`config.mk`:
```
export PLATFORM = sky130hd
export DESIGN_NAME = button_event_gen
export DESIGN_NICKNAME = d
export VERILOG_FILES = /design/src/rtl/button_event_pkg.sv /design/src/rtl/switch_sync_debounce.sv /design/src/rtl/button_event_gen.sv
export SDC_FILE = /design/constraint.sdc
export NUM_CORES = 1
export LEC_CHECK = 0
export ABC_AREA = 1
export ABC_CLOCK_PERIOD_IN_PS = 3500
export CELL_PAD_IN_SITES_DETAIL_PLACEMENT = 0
export CELL_PAD_IN_SITES_GLOBAL_PLACEMENT = 2
export CORE_MARGIN = 10
export CORE_UTILIZATION = 36
export DETAILED_ROUTE_END_ITERATION = 10
export GPL_TIMING_DRIVEN = 0
export HOLD_SLACK_MARGIN = 0.15
export PLACE_DENSITY = 0.91
export SLEW_MARGIN = 10
export SYNTH_ARGS = -nofsm -noshare
export SYNTH_HDL_FRONTEND = slang
export SYNTH_HIERARCHICAL = 1
export SYNTH_SLANG_ARGS = --single-unit
```
`constraint.sdc`:
```
create_clock -name i_Clk -period 3.5 [get_ports i_Clk]
set_clock_uncertainty 0.2 [all_clocks]
set_input_delay 0.7 -clock i_Clk [delete_from_list [all_inputs] [get_ports i_Clk]]
set_output_delay 0.7 -clock i_Clk [all_outputs]
set_load 0.03 [all_outputs]
```
`src/rtl/button_event_pkg.sv`:
```
// Shared front-panel definitions: button FSM encodings and default 25 MHz timing constants.
package button_event_pkg;

  typedef enum logic [1:0] {
    IDLE    = 2'd0,
    PRESSED = 2'd1,
    HELD    = 2'd2
  } btn_state_t;

  localparam int DEF_DEBOUNCE_LIMIT   = 250000;    // 10 ms
  localparam int DEF_LONG_PRESS_LIMIT = 25000000;  // 1 s
  localparam int DEF_REPEAT_LIMIT     = 5000000;   // 200 ms

endpackage

```
`src/rtl/switch_sync_debounce.sv`:
```
// Two-flop synchroniser followed by a debounce counter producing the stable switch level.
module switch_sync_debounce
  import button_event_pkg::*;
#(
  parameter int DEBOUNCE_LIMIT = DEF_DEBOUNCE_LIMIT
) (
  input  logic i_Clk,
  input  logic i_Rst_L,
  input  logic i_Switch,
  output logic o_Stable
);

  localparam int CW = $clog2(DEBOUNCE_LIMIT + 1);

  logic          sync_1;
  logic          sync_2;
  logic          stable;
  logic [CW-1:0] cnt;

  always_ff @(posedge i_Clk) begin
    if (!i_Rst_L) begin
      sync_1 <= 1'b0;
      sync_2 <= 1'b0;
      stable <= 1'b0;
      cnt    <= '0;
    end else begin
      sync_1 <= i_Switch;
      sync_2 <= sync_1;
      if (sync_2 == stable) begin
        cnt <= '0;
      end else if (cnt == CW'(DEBOUNCE_LIMIT - 1)) begin
        stable <= sync_2;
        cnt    <= '0;
      end else begin
        cnt <= cnt + CW'(1);
      end
    end
  end

  assign o_Stable = stable;

endmodule

```
`src/rtl/button_event_gen.sv`:
```
// Push-button event generator: debounced level plus press/release/long-press/repeat pulses.
// Auto-repeat is built only when BUTTON_EVENT_AUTO_REPEAT_EN is defined.
//
//   state   | meaning
//   IDLE    | button released
//   PRESSED | held, long-press time not yet reached
//   HELD    | long press reported; auto-repeat running (if built)
module button_event_gen
  import button_event_pkg::*;
#(
  parameter int DEBOUNCE_LIMIT   = DEF_DEBOUNCE_LIMIT,
  parameter int LONG_PRESS_LIMIT = DEF_LONG_PRESS_LIMIT,
  parameter int REPEAT_LIMIT     = DEF_REPEAT_LIMIT
) (
  input  logic i_Clk,
  input  logic i_Rst_L,
  input  logic i_Switch,
  output logic o_Switch,
  output logic o_Press,
  output logic o_Release,
  output logic o_Long_Press,
  output logic o_Repeat
);

  localparam int HW = $clog2(LONG_PRESS_LIMIT + 1);

  btn_state_t    state;
  btn_state_t    state_nxt;
  logic          stable;
  logic          stable_q;
  logic          press;
  logic          release_p;
  logic          long_press;
  logic          repeat_pulse;
  logic          repeat_hit;
  logic [HW-1:0] hold_cnt;

  switch_sync_debounce #(
    .DEBOUNCE_LIMIT(DEBOUNCE_LIMIT)
  ) u_debounce (
    .i_Clk   (i_Clk),
    .i_Rst_L (i_Rst_L),
    .i_Switch(i_Switch),
    .o_Stable(stable)
  );

  // Edge detect against the previous stable level so pulses coincide with o_Switch changing.
  assign press     = stable & ~stable_q;
  assign release_p = ~stable & stable_q;

  always_comb begin
    state_nxt    = state;
    long_press   = 1'b0;
    repeat_pulse = 1'b0;
    case (state)
      IDLE: begin
        if (press) state_nxt = PRESSED;
      end
      PRESSED: begin
        if (release_p) begin
          state_nxt = IDLE;
        end else if (hold_cnt == HW'(LONG_PRESS_LIMIT)) begin
          long_press = 1'b1;
          state_nxt  = HELD;
        end
      end
      HELD: begin
        if (release_p) state_nxt = IDLE;
        else           repeat_pulse = repeat_hit;
      end
      default: state_nxt = IDLE;
    endcase
  end

  // hold_cnt counts cycles since the press cycle, so it equals LONG_PRESS_LIMIT at t+LIMIT.
  always_ff @(posedge i_Clk) begin
    if (!i_Rst_L) begin
      state    <= IDLE;
      stable_q <= 1'b0;
      hold_cnt <= '0;
    end else begin
      state    <= state_nxt;
      stable_q <= stable;
      if (press) begin
        hold_cnt <= HW'(1);
      end else if (state == PRESSED && hold_cnt != HW'(LONG_PRESS_LIMIT)) begin
        hold_cnt <= hold_cnt + HW'(1);
      end
    end
  end

`ifdef BUTTON_EVENT_AUTO_REPEAT_EN
  localparam int RW = $clog2(REPEAT_LIMIT + 1);

  logic [RW-1:0] rep_cnt;

  assign repeat_hit = (rep_cnt == RW'(REPEAT_LIMIT - 1));

  always_ff @(posedge i_Clk) begin
    if (!i_Rst_L) begin
      rep_cnt <= '0;
    end else if (state != HELD || repeat_pulse) begin
      rep_cnt <= '0;
    end else begin
      rep_cnt <= rep_cnt + RW'(1);
    end
  end
`else
  logic repeat_unused;

  assign repeat_hit    = 1'b0;
  assign repeat_unused = (REPEAT_LIMIT != 0);
`endif

  assign o_Switch     = stable;
  assign o_Press      = press;
  assign o_Release    = release_p;
  assign o_Long_Press = long_press;
  assign o_Repeat     = repeat_pulse;

endmodule

```
Yosys cells after proc, flatten, opt, wreduce, memory -nomap -nowiden
Index checks and enable logic that the tools add are counted.
{"block": "op_classes", "eq_ne": 9, "n_mux": 10, "bitwise": 6, "reduce_logical": 7, "addsub": 2}
{"operator": "adder 25 x 1 -> 25 bit, second input constant", "n": 1}
{"operator": "equality test 25 bit, second input constant", "n": 1}
{"operator": "inequality test 25 bit, second input constant", "n": 1}
{"operator": "adder 18 x 1 -> 18 bit, second input constant", "n": 1}
{"operator": "equality test 18 bit, second input constant", "n": 1}
{"operator": "2-to-1 mux 2 bit", "n": 4}
{"operator": "one-hot mux 2 bit (3 select lines)", "n": 1}
{"operator": "2-to-1 mux 1 bit", "n": 5}
{"operator": "inequality test 2 bit, second input constant", "n": 2}
{"operator": "inverter 1 bit", "n": 4}
{"operator": "inequality test 3 bit, second input constant", "n": 1}
{"operator": "AND reduction 3 bit", "n": 1}
{"operator": "OR reduction 3 bit", "n": 1}
{"operator": "bitwise AND 1 bit", "n": 2}
{"operator": "equality test 2 x 1 -> 1 bit, second input constant", "n": 1}
{"operator": "equality test 2 bit, second input constant", "n": 1}
{"operator": "zero test 2 bit", "n": 1}
{"operator": "AND reduction 2 bit", "n": 1}
{"operator": "nonzero test 2 bit", "n": 1}
{"operator": "OR reduction 2 bit", "n": 1}
{"operator": "equality test 1 bit", "n": 1}
{"operator": "logical AND 1 bit", "n": 1}
{"block": "word_totals", "reg_bits": 49, "elab_cells": 42, "out_inout_bits": 5, "inputBits": 3}

Logic depth before layout (Yosys ltp)
{"block": "depth", "word_depth": 4, "mapped_depth": 10, "depth_no_buf": 10}

By module
The synthesis kept the hierarchy.
{"module": "button_event_gen", "seq_area_each_um2": 560.5, "instances": 1, "area_each_um2": 1894.3, "cells_each": 322}
{"module": "switch_sync_debounce", "seq_area_each_um2": 420.4, "instances": 1, "area_each_um2": 1049.8, "cells_each": 151}

Worst setup path after synthesis
Ideal clock, no wire load.
{"block": "synth_timing", "kind": "register to output", "startpoint": "reg hold_cnt[0]", "endpoint": "out o_Long_Press", "path_buffers": 0, "path_stages_with_launch": 7, "t_arrival_ns": 1.415, "slack_ns": 1.185, "required_ns": 2.600, "cell_sequence": "dfxtp_1 -> inv_1 -> ha_1 -> nand4_1 -> nor3_1 -> nand2_1 -> nor2_1"}
{"block": "synth_via", "elab_chain_len": 4}
{"item": "start: declaration", "line": "button_event_gen.sv:36", "source": "logic [HW-1:0] hold_cnt;"}
{"item": "start signal: assignment", "line": "button_event_gen.sv:87", "source": "hold_cnt <= hold_cnt + HW'(1);"}
{"item": "equality test 25 bit", "line": "button_event_gen.sv:62", "source": "end else if (hold_cnt == HW'(LONG_PRESS_LIMIT)) begin"}
{"item": "2-to-1 mux 1 bit", "line": "button_event_gen.sv:62"}
{"item": "2-to-1 mux 1 bit", "line": "button_event_gen.sv:60", "source": "if (release_p) begin"}
{"item": "2-to-1 mux 1 bit", "line": "button_event_gen.sv:55", "source": "case (state)"}
{"item": "end: declaration", "line": "button_event_gen.sv:21", "source": "output logic o_Long_Press,"}
No other way between the ends.

Final worst setup path
Ends and elaborated chain as after synthesis.

==> flow_summary.json <==
{
  "cts_buffers": 5,
  "powerDensity_mw_per_mm2": 330,
  "combPwrFrac_pct": 6.6,
  "synth_area_per_cell_um2": 6.22,
  "hold_viol_final": 0,
  "setup_viol": 0,
  "drc": 0,
  "syn_nets": 479,
  "pin_count": 8,
  "portBuffers": 6,
  "synth_area_leaders": "dfxtp_1 33%, nand2_1 21%, nor2_1 10%, inv_1 6.4%, a21oi_1 5.6%",
  "drive_above_1_share_pct": 6.16,
  "antenna_found_initial": 0,
  "antenna_cells": 0,
  "routabilityCongestion": 0.793,
  "final_core_util_pct": 41.5,
  "hp-class": "reg2reg",
  "cts_tree": "built",
  "yosysSeqAreaShare_pct": 33.3,
  "end_kind": "primary output",
  "fillers": 889,
  "std_cell_rows": 32,
  "cp-start-kind": "register",
  "syn_area_mm2": 0.00294,
  "path_clk_slew_ns": 0.09,
  "maxCapViolCount": 0,
  "die_h_um": 110,
  "power_frac_clock_pct": 40.6,
  "dr.pass1.iters": 4,
  "max-slew-margin-rel_pct": 62.2,
  "area_growth_pct": 10.5,
  "yosysUniqueCellTypes": 27,
  "gr-total-overflow": 0,
  "period_minus_slack_ns": 3.29,
  "period_share_pct": 94.1,
  "drtIter0Drc": 171,
  "cts-hold-fix-buffers": 0,
  "slowest_delay_ns": 0.68,
  "crit_slowest_cell": "clkdlybuf4s50_1",
  "start_util_pct": 37.5,
  "p_leak_nw": 1.11,
  "netlist.area_leader.share_pct": 33.3,
  "grt_max_degree": 18,
  "grt_pass1_wl_um": 12600,
  "rsz0062_at_grt": "false",
  "swShare_pct": 24.9,
  "power_switching_uw": 267,
  "synth_warnings": 6,
  "dieArea_mm2": 0.0122,
  "dp_hpwl_um": 5650,
  "fin_tns_setup_ns": 0,
  "grt_pass1_vias": 2574,
  "status": "complete, no violations",
  "required_ns": 2.60,
  "critPathBufInv": 2,
  "avgRoutedWirePerCell_um": 12.5,
  "syn-instance-count": 473,
  "seq_power_share_pct": 52.8,
  "hold_ws_ns": 0.223,
  "yosysTopAreaCell": "dfxtp_1",
  "die_w_um": 110,
  "fin_nets": 492,
  "crit_path_cell_trace": "inv_1 > ha_1 > nand4_1 > nor3_2 > nand2_1 > nor2_1 > clkdlybuf4s50_1",
  "grtUsageTotal_pct": 12.1,
  "ys_ff_latch": 49,
  "coreArea_mm2": 0.00785,
  "crit_family": "buffers and inverters",
  "wl_um": 7370,
  "max_freq_ghz": 0.304,
  "tightestPinTransition_ns": 0.567,
  "via_per_inst": 4.72,
  "critPathMaxFanout": 6,
  "clk_path_buf_depth": 2,
  "cts.sinks": 49,
  "maxSlewViolCount": 0,
  "clock-root-buffer": "clkbuf_8",
  "routed-via-count": 2780,
  "ant_nets": 0,
  "cts_max_level": 2,
  "clk_latency_ns": 0.31,
  "p_int_uw": 806,
  "ir_drop_mv": 0.176,
  "path_class": "reg2out",
  "cp_data_arrival_time_ns": 2.39
}
[layer usage]
metal	track usage, %	vias up	share of wire, %
met5	0	-	0
met4	2.68	0	0.54
met3	2.54	2	3.8
met2	17.5	40	40
met1	17.7	1250	55
li1	-	1488	-
[repair_timing]
action | 4_1_cts | 5_1_grt
setup endpoints to repair | 0 | 1
gates resized for setup | 0 | 1
setup buffers | 0 | 0
[placed cells by master (no fill, tap or decap), types with 2 or more instances in the layout]
cell / instances
nand3_2: 3
nor2_2: 2
inv_6: 2
buf_6: 3
nand2_4: 2
nor2_4: 2
xor2_1: 15
nand3_1: 30
ha_1: 3
or2_0: 2
clkdlybuf4s50_1: 6
buf_8: 2
buf_4: 2
clkbuf_8: 5
a21oi_1: 33
nand2_1: 164
nor2_1: 82
xnor2_1: 6
inv_1: 50
dfxtp_1: 49
clkbuf_1: 2
nand4_1: 7
o21ai_0: 6
[path summary, 6_finish.rpt]
path / start / endpoint / slack (ns) / cells past startpoint
max reg2reg: hold_cnt[0]$_SDFFE_PN0P_ / hold_cnt[14]$_SDFFE_PP0P_ / 1.38 / 7
min reg2reg: u_debounce/sync_1$_SDFF_PN0_ / u_debounce/sync_2$_SDFF_PN0_ / 0.22 / 2
min: u_debounce/sync_1$_SDFF_PN0_ / u_debounce/sync_2$_SDFF_PN0_ / 0.22 / 2
max: hold_cnt[0]$_SDFFE_PN0P_ / o_Long_Press / 0.21 / 7
[cell type report]
class                           instances  area, um^2  share of cell area, %
Buffer                                  9        86.3                   2.65
Sequential cell                        49         981                   30.2
Clock buffer                            5        68.8                   2.12
Multi-Input combinational cell        364        1690                   52.0
Clock inverter                          3        47.5                   1.46
Tap cell                              102         128                   3.92
Timing Repair Buffer                    6        60.1                   1.85
Inverter                               51         191                   5.88
[synth_stat cells]
master,n
inv_1,50
nor2_4,2
nor3_1,2
o21ai_0,6
xnor2_1,6
dfxtp_1,49
nand4_1,7
xor2_1,15
nor2_2,2
nand2_4,2
buf_6,3
nor2_1,82
nand2_2,1
clkbuf_1,2
a21oi_1,33
conb_1,1
buf_8,2
or2_2,1
inv_2,1
ha_1,3
nand2_1,164
or2_0,2
nor3_4,1
or2_4,1
nand3_2,3
nand3_1,30
buf_4,2
[power groups by stage]
stage	combinational (mW)	clock, mW	sequential (mW)
after global placement	0.0721	0	0.580
after CTS	0.0726	0.453	0.567
after detailed placement	0.0725	0	0.580
after floorplan	0.0506	0	0.579
after global routing	0.0787	0.475	0.568
final	0.0707	0.435	0.567
[cells by family (layout without fill, tap and decap cells)]
logic type | Yosys count | after routing | synth area share (%)
AO/OA/AOI/OAI | 39 | 39 | 6.63
XOR/XNOR | 21 | 21 | 6.25
adder cells (fa/ha/maj) | 3 | 3 | 1.28
buffers and inverters | 60 | 74 | 9.43
flip-flops | 49 | 49 | 33.3
other | 1 | 1 | 0.127
AND/OR/NAND/NOR | 300 | 300 | 43.0
[per-stage QoR]
stage	setup slack [ns]	total power [mW]	area, um^2	instances
floorplan	1.18	0.629	2940	473
global placement	0.433	0.652	3130	581
detailed placement	0.434	0.653	3130	581
CTS	0.0682	1.09	3250	589
global route	0.0517	1.12	3250	589
finish	0.208	1.07	3250	589
[worst min-delay path, cell delays in order (launching register included)]
cell	delay, ns
dfxtp_1	0.31
nand2_1	0.05
inv_1	0.03
[sequential cells by signal, summed over array words and instances (netlist names)]
register,cells
hold_cnt,25
u_debounce/sync_2,1
state,2
u_debounce/sync_1,1
u_debounce/o_Stable,1
stable_q,1
u_debounce/cnt,18
No activity file was read; power rests on OpenSTA's default activity.
